**config.mk**
```make
export PLATFORM = sky130hd
export DESIGN_NAME = alsu_arbiter
export DESIGN_NICKNAME = d
export VERILOG_FILES = /design/src/rtl/alsu_arb_pkg.sv /design/src/rtl/alsu_arbiter_rr.sv /design/src/rtl/alsu_arbiter.sv
export SDC_FILE = /design/constraint.sdc
export NUM_CORES = 1
export LEC_CHECK = 0
export ABC_AREA = 1
export CORE_MARGIN = 3
export CORE_UTILIZATION = 45
export DETAILED_ROUTE_END_ITERATION = 6
export DONT_BUFFER_PORTS = 1
export GPL_ROUTABILITY_DRIVEN = 0
export GPL_TIMING_DRIVEN = 0
export HOLD_SLACK_MARGIN = 0.03
export SYNTH_ARGS = -nofsm -noshare
export SYNTH_HDL_FRONTEND = slang
export SYNTH_SLANG_ARGS = --single-unit
```
**constraint.sdc**
```tcl
create_clock -name clk -period 3.35 [get_ports clk]
set_input_delay 0.5025 -clock clk [delete_from_list [all_inputs] [get_ports clk]]
set_output_delay 0.5025 -clock clk [all_outputs]
set_load 0.01 [all_outputs]
```
**src/rtl/alsu_arb_pkg.sv**
```systemverilog
// Shared types for the ALSU arbiter: command layout, FSM states, opcodes
// and the illegal-command helper used when ALSU_ARB_ILLEGAL_CHECK_EN is defined.
package alsu_arb_pkg;

    localparam int ALSU_CMD_W = 17;

    localparam logic [2:0] OP_OR     = 3'd0;
    localparam logic [2:0] OP_XOR    = 3'd1;
    localparam logic [2:0] OP_ADD    = 3'd2;
    localparam logic [2:0] OP_MULT   = 3'd3;
    localparam logic [2:0] OP_SHIFT  = 3'd4;
    localparam logic [2:0] OP_ROTATE = 3'd5;

    // One full ALSU command, MSB first exactly as it appears on req_cmd
    typedef struct packed {
        logic [2:0]        opcode;
        logic signed [2:0] a;
        logic signed [2:0] b;
        logic [1:0]        cin;
        logic              red_op_a;
        logic              red_op_b;
        logic              bypass_a;
        logic              bypass_b;
        logic              direction;
        logic              serial_in;
    } alsu_cmd_t;

    typedef enum logic [1:0] {
        IDLE  = 2'd0,
        ISSUE = 2'd1,
        WAIT  = 2'd2,
        RESP  = 2'd3
    } arb_state_e;

    // Opcodes 6/7 do not exist; reduction flags only make sense for OR/XOR
    function automatic logic cmd_is_illegal(input alsu_cmd_t cmd);
        logic bad_op;
        logic bad_red;
        bad_op  = (cmd.opcode == 3'd6) || (cmd.opcode == 3'd7);
        bad_red = (cmd.red_op_a || cmd.red_op_b) &&
                  (cmd.opcode != OP_OR) && (cmd.opcode != OP_XOR);
        return bad_op || bad_red;
    endfunction

endpackage

```
**src/rtl/alsu_arbiter_rr.sv**
```systemverilog
// Combinational round-robin grant: searches from the slot after the last
// winner, wrapping once around the ring. Returns one-hot and encoded grant.
module alsu_rr_arbiter #(
    parameter int NUM_REQ = 2,
    parameter int IDX_W   = 1
) (
    input  logic [NUM_REQ-1:0] req_valid,
    input  logic [IDX_W-1:0]   ptr,
    output logic [NUM_REQ-1:0] grant,
    output logic [IDX_W-1:0]   grant_idx,
    output logic               grant_any
);

    // Walk the ring starting just after ptr; the first valid slot wins
    always_comb begin
        int               slot_s;
        logic [IDX_W-1:0] idx_s;
        logic             hit_s;
        grant     = '0;
        grant_idx = '0;
        grant_any = 1'b0;
        slot_s    = 0;
        idx_s     = '0;
        hit_s     = 1'b0;
        for (int off = 1; off <= NUM_REQ; off++) begin
            slot_s       = int'(ptr) + off;
            slot_s       = (slot_s >= NUM_REQ) ? (slot_s - NUM_REQ) : slot_s;
            idx_s        = IDX_W'(slot_s);
            hit_s        = req_valid[idx_s] & ~grant_any;
            grant[idx_s] = grant[idx_s] | hit_s;
            grant_idx    = hit_s ? idx_s : grant_idx;
            grant_any    = grant_any | hit_s;
        end
    end

endmodule

```
**src/rtl/alsu_arbiter.sv**
```systemverilog
// Shares one registered ALSU between NUM_REQ requesters. One command is in
// flight at a time: accept -> drive ALSU pins -> wait out the pipeline ->
// return the sampled result tagged with the requester index.
// Optional build macro: ALSU_ARB_ILLEGAL_CHECK_EN rejects illegal commands
// (rsp_err=1, rsp_data=0, ALSU pins untouched) without issuing them.
module alsu_arbiter
    import alsu_arb_pkg::*;
#(
    parameter int  NUM_REQ      = 2,
    parameter int  ALSU_LATENCY = 2,
    parameter int  CMD_W        = ALSU_CMD_W,
    localparam int IDX_W        = $clog2(NUM_REQ)
) (
    input  logic                     clk,
    input  logic                     rst,
    input  logic [NUM_REQ-1:0]       req_valid,
    output logic [NUM_REQ-1:0]       req_ready,
    input  logic [NUM_REQ*CMD_W-1:0] req_cmd,
    output logic                     rsp_valid,
    input  logic                     rsp_ready,
    output logic [IDX_W-1:0]         rsp_id,
    output logic signed [5:0]        rsp_data,
    output logic                     rsp_err,
    output logic [2:0]               alsu_opcode,
    output logic signed [2:0]        alsu_A,
    output logic signed [2:0]        alsu_B,
    output logic [1:0]               alsu_cin,
    output logic                     alsu_red_op_A,
    output logic                     alsu_red_op_B,
    output logic                     alsu_bypass_A,
    output logic                     alsu_bypass_B,
    output logic                     alsu_direction,
    output logic                     alsu_serial_in,
    input  logic signed [5:0]        alsu_out
);

    localparam int CNT_W = $clog2(ALSU_LATENCY + 1);

    arb_state_e         state_r;
    arb_state_e         state_nxt_s;
    logic [IDX_W-1:0]   ptr_r;
    logic [CNT_W-1:0]   cnt_r;
    logic [NUM_REQ-1:0] grant_s;
    logic [IDX_W-1:0]   grant_idx_s;
    logic               grant_any_s;
    alsu_cmd_t          cmd_sel_s;
    logic               illegal_s;

    alsu_rr_arbiter #(
        .NUM_REQ (NUM_REQ),
        .IDX_W   (IDX_W)
    ) u_rr (
        .req_valid (req_valid),
        .ptr       (ptr_r),
        .grant     (grant_s),
        .grant_idx (grant_idx_s),
        .grant_any (grant_any_s)
    );

    assign cmd_sel_s = req_cmd[grant_idx_s * CMD_W +: CMD_W];

`ifdef ALSU_ARB_ILLEGAL_CHECK_EN
    assign illegal_s = cmd_is_illegal(cmd_sel_s);
`else
    assign illegal_s = 1'b0;
`endif

    // Accept strobe: only the granted requester, only while idle and out of reset
    always_comb begin
        req_ready = '0;
        if (rst && (state_r == IDLE)) begin
            req_ready = grant_s;
        end else begin
            req_ready = '0;
        end
    end

    // Next-state decode for the issue/wait/respond sequence
    always_comb begin
        state_nxt_s = state_r;
        case (state_r)
            IDLE: begin
                if (grant_any_s) begin
                    state_nxt_s = illegal_s ? RESP : ISSUE;
                end else begin
                    state_nxt_s = IDLE;
                end
            end
            ISSUE: begin
                state_nxt_s = WAIT;
            end
            WAIT: begin
                if (cnt_r == CNT_W'(1)) begin
                    state_nxt_s = RESP;
                end else begin
                    state_nxt_s = WAIT;
                end
            end
            RESP: begin
                if (rsp_ready) begin
                    state_nxt_s = IDLE;
                end else begin
                    state_nxt_s = RESP;
                end
            end
            default: begin
                state_nxt_s = IDLE;
            end
        endcase
    end

    // State register
    always_ff @(posedge clk or negedge rst) begin
        if (!rst) begin
            state_r <= IDLE;
        end else begin
            state_r <= state_nxt_s;
        end
    end

    // Datapath: pointer, ALSU pin registers, pipeline counter and response fields
    always_ff @(posedge clk or negedge rst) begin
        if (!rst) begin
            ptr_r          <= IDX_W'(NUM_REQ - 1);
            cnt_r          <= '0;
            rsp_valid      <= 1'b0;
            rsp_id         <= '0;
            rsp_data       <= 6'sd0;
            rsp_err        <= 1'b0;
            alsu_opcode    <= 3'd0;
            alsu_A         <= 3'sd0;
            alsu_B         <= 3'sd0;
            alsu_cin       <= 2'd0;
            alsu_red_op_A  <= 1'b0;
            alsu_red_op_B  <= 1'b0;
            alsu_bypass_A  <= 1'b0;
            alsu_bypass_B  <= 1'b0;
            alsu_direction <= 1'b0;
            alsu_serial_in <= 1'b0;
        end else begin
            case (state_r)
                IDLE: begin
                    if (grant_any_s) begin
                        ptr_r   <= grant_idx_s;
                        rsp_id  <= grant_idx_s;
                        rsp_err <= illegal_s;
                        if (illegal_s) begin
                            rsp_data  <= 6'sd0;
                            rsp_valid <= 1'b1;
                        end else begin
                            // Pins load on the accept edge so the ALSU captures them at the end of ISSUE
                            alsu_opcode    <= cmd_sel_s.opcode;
                            alsu_A         <= cmd_sel_s.a;
                            alsu_B         <= cmd_sel_s.b;
                            alsu_cin       <= cmd_sel_s.cin;
                            alsu_red_op_A  <= cmd_sel_s.red_op_a;
                            alsu_red_op_B  <= cmd_sel_s.red_op_b;
                            alsu_bypass_A  <= cmd_sel_s.bypass_a;
                            alsu_bypass_B  <= cmd_sel_s.bypass_b;
                            alsu_direction <= cmd_sel_s.direction;
                            alsu_serial_in <= cmd_sel_s.serial_in;
                        end
                    end
                end
                ISSUE: begin
                    cnt_r <= CNT_W'(ALSU_LATENCY);
                end
                WAIT: begin
                    cnt_r <= cnt_r - CNT_W'(1);
                    if (cnt_r == CNT_W'(1)) begin
                        rsp_data  <= alsu_out;
                        rsp_valid <= 1'b1;
                    end
                end
                RESP: begin
                    if (rsp_ready) begin
                        rsp_valid <= 1'b0;
                    end
                end
                default: begin
                    rsp_valid <= 1'b0;
                end
            endcase
        end
    end

endmodule

```
* Word-level counts from Yosys, hierarchy flattened
Index checks and enable logic that the tools add are counted.
** Operators by class
- Add/subtract/negate cells :: 5
- Multiply operators :: 1
- Magnitude comparators :: 6
- Equal/unequal tests :: 6
- Shifts and indexed selects :: 1
- Multiplexer cells :: 25
- Bitwise gates (word level) :: 6
- Reduce and logical (&&, ||, !) cells :: 9
** Operators with widths (count)
- 34-bit by 7-bit indexed part select with 17-bit output :: 1
- 1-bit two-way mux :: 17
- 2-bit one-hot mux with 4 select lines :: 1
- 1-bit by 5-bit multiplier with 6-bit output, second input constant :: 1
- 2-bit by 1-bit == test with 1-bit output, second input constant :: 2
- 2-bit == test, second input constant :: 2
- 1-bit by 2-bit < comparator with 1-bit output, second input constant :: 2
- 2-bit two-way mux :: 2
- 2-bit != test, second input constant :: 2
- 2-bit one-hot mux with 2 select lines :: 1
- 2-bit AND reduction :: 2
- 2-bit nonzero test :: 2
- 1-bit by 2-bit adder with 3-bit output, second input constant :: 1
- 3-bit by 2-bit >= comparator with 1-bit output, second input constant :: 1
- 1-bit logical AND :: 3
- 1-bit bitwise OR :: 3
- 3-bit AND reduction :: 1
- 1-bit by 1-bit adder with 2-bit output, second input constant :: 1
- 2-bit AND :: 1
- 2-bit bitwise mux :: 1
- 1-bit demux with 1-bit select :: 2
- 1-bit >= comparator, second input constant :: 2
- 2-bit >= comparator, second input constant :: 1
- 2-bit zero test :: 1
- 5 further kinds :: 6
** Word-level totals
- Flip-flop bits (word level) :: 30
- Word-level logic and storage cells :: 75

* Longest topological paths before layout
- Word-level depth :: 13
- Mapped depth :: 8
- Depth with buffers taken out :: 7

* Modules after synthesis
From an unflattened synthesis, not the netlist that was laid out.
** Second synthesis, totals
- Cell total of the unflattened synthesis :: 213
- Area, all modules :: 1595.3 sq um
** Modules (own cells, without submodules)
- alsu_arbiter :: times used 1, cells an instance 206, area each 1564.0 sq um, sequential area each 752.0 sq um
- alsu_rr_arbiter :: times used 1, cells an instance 7, area each 31.3 sq um, sequential area each 0.0 sq um

* Least setup slack after synthesis
Ideal clock, no wire load.
- Path kind :: register to output
- Start :: register state_r[0]
- End :: output req_ready[0]
- Arrival :: 1.359 ns
- Data required time :: 2.847 ns
- Path slack :: 1.489 ns
- Cell stages (with the launch flop) :: 6
- Path buffers :: 1
- Cell sequence :: dfrtp_1 inv_1 ha_1 buf_2 nand2_1 a211oi_1
** On the way
- Cells in the longest elaborated chain, start to end :: 3
** RTL lines
- from (decl) :: RTL line alsu_arbiter.sv:39 : arb_state_e state_r;
- from (signal assigned) :: RTL line alsu_arbiter.sv:117 : state_r <= state_nxt_s;
- 2-bit zero test :: RTL line alsu_arbiter.sv:71 : if (rst && (state_r == IDLE)) begin
- 1-bit logical AND :: RTL line alsu_arbiter.sv:71
- 2-bit two-way mux :: RTL line alsu_arbiter.sv:71
- to (decl) :: RTL line alsu_arbiter.sv:17 : output logic [NUM_REQ-1:0] req_ready,
Every way passes these cells.

* Worst setup path after layout
Ends and elaborated chain as after synthesis.

==> results.sh <==
export IMPL_status="completed"
export IMPL_highest_layer="met4"
export IMPL_area_sequential_sq_um=752
export IMPL_ys_types=21
export IMPL_wirelength_um=3640
export IMPL_grt_start_max_net_pins=30
export IMPL_powerDensity_nw_per_um2=1020
export IMPL_initial_core_util_pct=49.1
export IMPL_clkSinkCount=30
export IMPL_path_clk_slew_ns=0.07
export IMPL_synth_warnings=0
export IMPL_yosys_area_top_type="dfrtp_1"
export IMPL_clock_fmax_mhz=431
export IMPL_place_inst=242
export IMPL_cp_end_kind="output pin"
export IMPL_r2r_cells=6
export IMPL_critical_path_slowest_cell="dfrtp_1"
export IMPL_gr_total_overflow=0
export IMPL_dieArea_sq_um=4620
export IMPL_finalCriticalPeriod_ns=2.32
export IMPL_leakagePower_nw=1.02
export IMPL_instances_no_fill=251
export IMPL_setup_ws_ns=1.03
export IMPL_grt_pass1_wl_um=5690
export IMPL_cts_resized=0
export IMPL_start_kind="flip-flop"
export IMPL_cts_path_max_buffers=2
export IMPL_rsz0062_at_grt="no"
export IMPL_drive_above_1_share_pct=25.9
export IMPL_path_max_fanout=10
export IMPL_reg2reg_to="alsu_red_op_B"
export IMPL_wl_per_cell_um=14.5
export IMPL_synth_area_per_cell_sq_um=8.82
export IMPL_arrival_ns=1.82
export IMPL_die_y_um=68.0
export IMPL_area_delta_synth_final_pct=12.7
export IMPL_cpPeakStageDelay_ns=0.38
export IMPL_syn_area_sq_um=1730
export IMPL_hold_class="in -> async"
export IMPL_cpLargestDelayFamily="buffers and inverters"
export IMPL_fin_skew_ns=0.00704
export IMPL_crit_required_ns=2.85
export IMPL_nets=255
export IMPL_core_area_sq_um=3520
export IMPL_drc=0
export IMPL_fill_cells=342
export IMPL_wl_met1_um=1510
export IMPL_cap_violations=0
export IMPL_rrSetupSlack_ns=1.74
export IMPL_slew_viol_final=0
export IMPL_rows=21
export IMPL_setup_violations=0
export IMPL_synth_top_cell_area_share_pct=42.0
export IMPL_multi_input_area_sq_um=863
export IMPL_place_ws_ns=1.32
export IMPL_finalCritPeriodShare_pct=69.2
export IMPL_cts_hold_buf=1
export IMPL_io_pins=73
export IMPL_crit_type="reg -> out"
export IMPL_drt_first_iter_violations=59
export IMPL_vias=1304
export IMPL_syn_num_nets=247
export IMPL_ys_seq_elements=30
export IMPL_netlist_instances=196
export IMPL_cts_tree="built"
export IMPL_port_buffers=0
export IMPL_drt_pre_antenna_iters=4
export IMPL_antenna_found_initial=0
export IMPL_synth_area_leaders="dfrtp_1 42%, nand2_1 13%, nand3_1 10%"
export IMPL_cts_buffers=5
export IMPL_wl_met2_um=1720
export IMPL_vias_per_cell=5.20
export IMPL_setup_tns_ns=0
export IMPL_path_buf_inv=2
export IMPL_yosysSeqAreaShare_pct=43.5
export IMPL_r2r_start="state_r[0]"
export IMPL_wl_met3_um=339
export IMPL_grt_pass1_vias=1277
export IMPL_cts_max_level=2
export IMPL_insertion_delay_ns=0.28
export IMPL_dp_hpwl_um=2740
export IMPL_track_usage_pct=16.8
export IMPL_cts_setup_buffers=0
export IMPL_cts_root_buf="clkbuf_8"
export IMPL_hold_viol=0
export IMPL_ant_nets=0
export IMPL_n_antenna_cell=0
export IMPL_irDropWorstVdd_mv=0.370
export IMPL_fp_dieW_um=68.0
export IMPL_crit_chain="inv_1, ha_1, buf_2, nand2_1, a211oi_1"
## metrics by stage
stage | total power, mW | instance area, sq um | utilization, % | hold WS [ns]
floorplan | 1.38 | 1730 | - | 0.207
global placement | 1.51 | 1790 | 50.7 | 0.208
detailed placement | 1.55 | 1790 | 50.7 | 0.208
CTS | 2.01 | 1950 | 55.4 | 0.0386
global route | 2.13 | 1950 | 55.4 | 0.0306
finish | 1.98 | 1950 | 55.4 | 0.0279
## cell usage after synthesis
master    instances
o211ai_1          1
nor2_1            3
o21ai_0           6
inv_1             7
nand2_4          11
nand3_1          35
mux2_2            6
inv_2             2
nand2_2          13
a21oi_1           3
nand2_8           2
a211oi_1          1
nand2_1          60
dfrtp_1          29
buf_4             4
conb_1            1
buf_2             3
buf_12            1
ha_1              6
buf_8             1
dfstp_2           1
## cells by family after synthesis
group | Yosys count | share of synthesized area [%]
AND/OR/NAND/NOR | 124 | 38.0
flip-flops | 30 | 43.5
buffers and inverters | 18 | 6.58
AO/OA/AOI/OAI | 11 | 3.47
multiplexers | 6 | 3.91
adder cells (fa/ha/maj) | 6 | 4.34
other | 1 | 0.217
## cell type report
cell class                      instances  share of cell area, %
Inverter                                9                   1.73
Buffer                                  9                   4.11
Sequential cell                        30                   38.6
Clock inverter                          2                   3.08
Multi-Input combinational cell        148                   44.3
Tap cell                               46                   2.95
Clock buffer                            6                   4.24
Timing Repair Buffer                    1                   1.03
## layout by cell type, fill, tap and decap left out
| master | n |
|---|---|
| buf_12 | 2 |
| buf_2 | 3 |
| dfrtp_1 | 29 |
| bufinv_16 | 2 |
| o211ai_1 | 1 |
| dfstp_2 | 1 |
| inv_2 | 2 |
| o21ai_0 | 6 |
| nand2_4 | 11 |
| nand2_8 | 2 |
| ha_1 | 6 |
| mux2_2 | 6 |
| nor2_1 | 3 |
| a21oi_1 | 3 |
| nand3_1 | 35 |
| nand2_2 | 13 |
| buf_8 | 1 |
| nand2_1 | 60 |
| inv_1 | 7 |
| a211oi_1 | 1 |
| clkbuf_8 | 6 |
| buf_4 | 4 |
| conb_1 | 1 |
## where the power goes
group / leakage, nW / total, mW / internal, mW / switching, mW
logic: 0.582 / 0.760 / 0.313 / 0.447
clock network: 0.0714 / 0.452 / 0.317 / 0.135
registers: 0.366 / 0.769 / 0.546 / 0.222
## worst max path at each step
stage | startpoint | to | slack, ns | depth (start not counted)
floorplan | state_r[0] | req_ready[0] | 1.49 | 5
global placement | state_r[0] | req_ready[0] | 1.34 | 5
detailed placement | state_r[0] | req_ready[0] | 1.32 | 5
CTS | state_r[0] | req_ready[0] | 1.01 | 5
global route | state_r[0] | req_ready[0] | 0.90 | 5
finish | state_r[0] | req_ready[0] | 1.03 | 5
## routing by layer
| metal | GRT usage (%) | up-vias |
|---|---|---|
| li1 | - | 641 |
| met1 | 19.9 | 599 |
| met2 | 28.3 | 58 |
| met3 | 4.76 | 6 |
| met4 | 7.44 | 0 |
| met5 | 0 | - |
## sequential cells by signal, indices dropped and copies added, names as in the netlist, 2 cells and up
| name | cells |
|---|---|
| alsu_A | 3 |
| alsu_B | 3 |
| rsp_data | 6 |
| state_r | 2 |
| alsu_cin | 2 |
| cnt_r | 2 |
| alsu_opcode | 3 |
Power figures use the tool's default switching activity.
